**config.mk**
```make
export PLATFORM = sky130hd
export DESIGN_NAME = therm3_to_bin2_enc
export DESIGN_NICKNAME = d
export VERILOG_FILES = /design/src/rtl/therm3_to_bin2_enc.sv
export SDC_FILE = /design/constraint.sdc
export NUM_CORES = 1
export LEC_CHECK = 0
export CAP_MARGIN = 40
export CORE_MARGIN = 2
export CORE_UTILIZATION = 44
export DETAILED_ROUTE_END_ITERATION = 16
export PLACE_DENSITY = 0.74
export SYNTH_ARGS = -nofsm -noshare
export SYNTH_HDL_FRONTEND = slang
export SYNTH_SLANG_ARGS = --single-unit
export TNS_END_PERCENT = 10
```
**constraint.sdc**
```tcl
create_clock -name clk -period 1.6 [get_ports clk]
set_clock_uncertainty 0.15 [all_clocks]
set_input_delay 0.48 -clock clk [delete_from_list [all_inputs] [get_ports clk]]
set_output_delay 0.48 -clock clk [all_outputs]
set_load 0.01 [all_outputs]
```
**src/rtl/therm3_to_bin2_enc.sv**
```systemverilog
// Thermometer-to-binary encoder: 3-bit thermometer code in, 2-bit {A,B} out.
// A 2-entry output buffer absorbs stalls; illegal codes are flagged and counted.
module therm3_to_bin2_enc #(
    parameter int CNT_W = 8,
    parameter int DEPTH = 2
) (
    input  logic             clk,
    input  logic             rst_n,
    input  logic             in_valid,
    output logic             in_ready,
    input  logic [2:0]       in_y,
    output logic             out_valid,
    input  logic             out_ready,
    output logic             out_a,
    output logic             out_b,
    output logic             out_err,
    output logic [CNT_W-1:0] err_cnt,
    output logic             err_sticky,
    input  logic             clr_err
);

    localparam logic [1:0] FULL = 2'(DEPTH);

    logic [2:0]       head_q, head_d;
    logic [2:0]       tail_q, tail_d;
    logic [1:0]       count_q, count_d;
    logic [CNT_W-1:0] cnt_q, cnt_d;
    logic             sticky_q, sticky_d;

    logic [1:0] enc_ab;
    logic       enc_err;
    logic [2:0] enc_ent;
    logic       push;
    logic       pop;

    always_comb begin
        enc_ab  = 2'b00;
        enc_err = 1'b0;
        case (in_y)
            3'b000:  enc_ab = 2'b00;
            3'b001:  enc_ab = 2'b01;
            3'b011:  enc_ab = 2'b10;
            3'b111:  enc_ab = 2'b11;
            default: enc_err = 1'b1;
        endcase
    end

    assign enc_ent   = {enc_ab, enc_err};
    assign in_ready  = (count_q != FULL);
    assign out_valid = (count_q != 2'd0);
    assign push      = in_valid && in_ready;
    assign pop       = out_valid && out_ready;

    // head_q doubles as the output register, so it keeps its value when empty
    always_comb begin
        head_d  = head_q;
        tail_d  = tail_q;
        count_d = count_q;
        if (pop) begin
            if (count_q == FULL) begin
                head_d = tail_q;
            end else if (push) begin
                head_d = enc_ent;
            end
        end else if (push) begin
            if (count_q == 2'd0) begin
                head_d = enc_ent;
            end else begin
                tail_d = enc_ent;
            end
        end
        if (push && !pop) begin
            count_d = count_q + 2'd1;
        end else if (pop && !push) begin
            count_d = count_q - 2'd1;
        end
    end

    // clear takes effect before a same-cycle increment
    always_comb begin
        cnt_d    = cnt_q;
        sticky_d = sticky_q;
        if (clr_err) begin
            cnt_d    = '0;
            sticky_d = 1'b0;
        end
        if (push && enc_err) begin
            sticky_d = 1'b1;
            if (cnt_d != {CNT_W{1'b1}}) begin
                cnt_d = cnt_d + 1'b1;
            end
        end
    end

    always_ff @(posedge clk or negedge rst_n) begin
        if (!rst_n) begin
            head_q   <= '0;
            tail_q   <= '0;
            count_q  <= '0;
            cnt_q    <= '0;
            sticky_q <= 1'b0;
        end else begin
            head_q   <= head_d;
            tail_q   <= tail_d;
            count_q  <= count_d;
            cnt_q    <= cnt_d;
            sticky_q <= sticky_d;
        end
    end

    assign out_a      = head_q[2];
    assign out_b      = head_q[1];
    assign out_err    = head_q[0];
    assign err_cnt    = cnt_q;
    assign err_sticky = sticky_q;

endmodule
```
Word level (Yosys, flattened, before mapping)

Index checks and enable logic that the tools add are counted.

Input port bits: 8
Logic and storage cells: 48
Flip-flop bits (word level): 17

Reduce and logical (&&, ||, !) cells: 18
$add $sub $neg: 3
Muxes and demuxes: 14
Bitwise logic cells: 2
Eq/ne operators: 6

Operators with widths:

| kind                | count |
|---|---|
| $mux 8              | 3 |
| $mux 3              | 5 |
| $reduce_bool 2->1   | 6 |
| $add 8x1->8 const B | 1 |
| $ne 8x8->1 const B  | 1 |
| $pmux 2 s3          | 1 |
| $reduce_and 3->1    | 2 |
| $logic_and 1x1->1   | 5 |
| $mux 2              | 2 |
| $reduce_or 4->1     | 1 |
| $eq 3x1->1 const B  | 1 |
| $eq 3x2->1 const B  | 1 |
| $eq 3x3->1 const B  | 1 |
| $logic_not 3->1     | 1 |
| $mux 1              | 3 |
| $add 2x1->2 const B | 1 |
| $eq 2x2->1 const B  | 1 |
| $logic_not 1->1     | 2 |
| $logic_not 2->1     | 1 |
| $ne 2x2->1 const B  | 1 |
| $not 1->1           | 2 |
| $sub 2x1->2 const B | 1 |

Longest topological paths before layout

Depth in word-level cells: 6
Depth in mapped cells: 8
Depth with buffers taken out: 7

Least setup slack after synthesis

No wires, ideal clock.

Path type: flip-flop to flip-flop
Start: reg count_q[0]
End: reg head_q[1]
Stages on the path, launching flop included: 7
Data required time: 1.325 ns
Clock period less this slack: 1.741 ns
Data arrival time: 1.466 ns
Buffers on the path: 1
Setup slack: -0.141 ns
Path through: dfrtp_1 buf_4 or2_2 nand2_1 ha_1 nand2b_2 mux2_4

Word-level cells in the longest chain between the ends: 4
Elaborated cells between the ends (all ways): 12
Those cells by class: eq/ne: 2; mux: 2; reduce/logical: 8

RTL lines:

| what                               | line | RTL |
|---|---|---|
| from (decl)                        | 26   | `logic [1:0] count_q, count_d;` |
| from (signal assigned)             | 105  | `count_q <= count_d;` |
| $reduce_bool 2->1 *                | 50   | `assign out_valid = (count_q != 2'd0);` |
| via out_valid                      | 12   | `output logic out_valid,` |
| $logic_and 1x1->1 *                | 52   | `assign pop = out_valid && out_ready;` |
| $reduce_bool 2->1 (no source line) | n/a  |  |
| $reduce_and 3->1 (no source line)  | n/a  |  |
| to (signal assigned)               | 97   | `head_q <= '0;` |
| to (signal assigned)               | 103  | `head_q <= head_d;` |
| to (decl)                          | 24   | `logic [2:0] head_q, head_d;` |

Mark *: on every way through the listed nets, which the timed path passes. The rest lies on a longest branch.
A chain may end at the register's enable or synchronous reset.

Worst setup path after layout

Start: reg count_q[1]
End: out out_valid

Word-level cells in the longest chain between the ends: 1

RTL lines:

| what              | line |
|---|---|
| $reduce_bool 2->1 | 50 |
| to (decl)         | 12 |

No other way between the ends.

==> impl_metrics.yaml <==
place:
  pre_cts_slack_ns: -0.577
  globalplace.congestion: 0.805
  io_buffers: 21
  dpl.hpwl_um: 1650
global_route:
  grt_start_max_net_pins: 18
  antenna_found_initial: 0
  grt-ovfl-total: 0
  grt_pass1_vias: 833
  grt_pass1_wl_um: 3620
  track_usage_pct: 18.6
worst_setup_path:
  path_buf_inv: 1
  worstRegToRegCells: 6
  required_ns: 0.97
  path_delay_family: "flip-flops"
  max_stage_delay_ns: 0.42
  cp_max_fo: 2
  r2r_end: "head_q[1]"
  arrival_ns: 1.08
  reg2reg_slack_ns: -0.10
  path_cells: "or2_4 > buf_6"
  start_kind: "register"
  cp-end-kind: "primary output"
  worst-setup-path-type: "reg2out"
  cp_slowest_cell: "dfrtp_2"
  timing.rr.start: "count_q[1]"
finish:
  multi_input_area_um2: 554
  nFillCells: 152
  antenna_cells: 0
  finalNetCount: 154
  area_growth_pct: 47.9
  seq_area_um2: 427
  drive_gt1_share_pct: 35.0
pwr:
  power_frac_seq_pct: 35.0
  p_per_area_nw_per_um2: 1220
  comb_power_share_pct: 51.8
  total_power_mw: 1.75
  power.share.switching_pct: 32.6
  max-vdd-ir-drop_v: 0.000878
  leakage_nw: 0.726
  power.switching_mw: 0.570
  clockPowerShare_pct: 13.1
  internal-power_mw: 1.18
route:
  drtAntennaViolNets: 0
  vias: 876
  drtIter0Drc: 19
  routed_via_density: 5.15
  wl_um: 2140
  drc: 0
  drtPass1Iterations: 4
  routedWlPerCell_um: 12.6
run:
  drv_cap: 0
clock_tree:
  clk_pin_slew_ns: 0.11
  clkLatencyLatePin_ns: 0.29
  ctsRootBufferMaster: "clkbuf_4"
  h-tree-depth: 1
  cts_tree: "yes"
  cts_num_sinks: 17
  numCtsBuffers: 3
  clockBufferDepth: 2
  holdBufCountCts: 0
synth:
  ys.flop_type: "dfrtp_1"
  yosysMostFrequentCell: "dfrtp_1"
  synth_async_sr_flop_share_pct: 100
  synth_area_um2: 968
  synth_area_per_cell_um2: 10.1
  netlist_instances: 96
  synth_top_cell_area_share_pct: 43.9
  yosys_warnings: 0
  synth_edf_count: 0
  synth_common_cells: "17 x dfrtp_1, 11 x nand2_1, 9 x nor2_1"
  ys_types: 36
  syn_nets: 106
  yosysTopAreaCell: "dfrtp_1"
  synth_area_leaders: "dfrtp_1 44%, nand2_1 4.3%, mux2i_1 4.1%, nor2_1 3.5%, mux2_4 3.1%"
  ys_seq_area_share_pct: 43.9
  ys_seq_elements: 17
status:
  status: "finished with violations"
  violations: "negative setup slack"
timing:
  whs_ns: 0.347
  timing.final.hold_violations: 0
  worstMarginPinSlew_ns: 0.274
  layout_setup_ws_ns: -0.105
  fin_setup_tns_ns: -0.445
  slew_violations: 0
  rsz0062_at_grt: "yes"
  fmax_mhz: 586
  period_share_pct: 107
  relSlewSlack_pct: 81.7
  setup_violations: 7
  min_period_ns: 1.71
hold_path:
  hold_class: "in2async"
floorplan:
  die_x_um: 50.9
  die_area_um2: 2590
  core-area_um2: 2020
  io_pins: 22
  die_h_um: 50.9
  rows: 16
  initial_utilization_pct: 47.9
cell type report:
cell class,count,area share (%)
tap,27,2.36
clock inverter,1,0.349
inverter,4,1.05
clock buffer,3,1.57
timing repair buffer,45,26.2
multi-input combinational,73,38.7
sequential,17,29.8
worst max path at each step:
stage	slack (ns)	endpoint	cells after the start	startpoint
2_1_floorplan	-0.04	head_q[1]	6	count_q[0]
3_3_place_gp	-0.52	err_cnt[2]	5	in_y[1]
3_5_place_dp	-0.58	err_cnt[2]	5	in_y[1]
4_1_cts	-0.11	out_valid	2	count_q[1]
5_1_grt	-0.14	out_valid	2	count_q[1]
6_report	-0.11	out_valid	2	count_q[1]
layer usage:
metal  part of all wire [%]  track usage [%]  vias to the layer above
met5                      0                0                        -
met4                   0.61             7.66                        0
met3                    4.8             4.09                        2
met2                     51             31.2                       28
met1                     44             22.9                      413
li1                       -                -                      433
worst reg2reg max path: stages, from the launching register on:
cell and delay (ns):
dfrtp_2 0.42, or2_4 0.25, buf_4 0.14, nand2_4 0.05
ha_2 0.16, nand2b_4 0.14, mux2_4 0.30
power by group through the flow:
stage / registers, mW / clock network, mW / logic [mW]
after floorplan: 0.652 / 0 / 0.453
after global placement: 0.626 / 0 / 0.831
after detailed placement: 0.631 / 0 / 0.856
after CTS: 0.610 / 0.243 / 0.902
after global routing: 0.626 / 0.256 / 0.982
final: 0.612 / 0.230 / 0.905
cell families after synthesis:
logic type,synth area share (%)
adder cells (fa/ha/maj),2.58
buffers and inverters,2.71
AO/OA/AOI/OAI,14.2
flip-flops,43.9
AND/OR/NAND/NOR,22.2
multiplexers,10.7
XOR/XNOR,3.62
per-stage QoR:
step / cells / instance area, µm² / utilization, %
floorplan: 96 / 988 / -
global placement: 164 / 1380 / 68.4
detailed placement: 164 / 1380 / 68.4
CTS: 170 / 1430 / 70.9
global route: 170 / 1430 / 70.9
finish: 170 / 1430 / 70.9
timing repair:
item | 4_1_cts | 5_1_grt
setup buffers | 2 | 0
cloned | 0 | 0
setup endpoints to repair | 28 | 16
pin swaps | 2 | 2
resized for setup | 42 | 7
state kept, by name, indices dropped and copies added, names as in the netlist:
signal and count:
tail_q 3, err_cnt 8, head_q 3, err_sticky 1, count_q 2
cell usage in the layout, fill, tap and decap left out, types with 4 or more instances in the layout:
master           netlist  layout
dlygate4sd2_1          0       5
mux2i_1                4       4
o21ai_0                4       4
dfrtp_1               17      16
clkdlybuf4s15_1        0       9
nor2_1                 9       8
buf_4                  1      23
nand2_1               11      10
inv_1                  4       4
(Power assumes the default switching activity.)
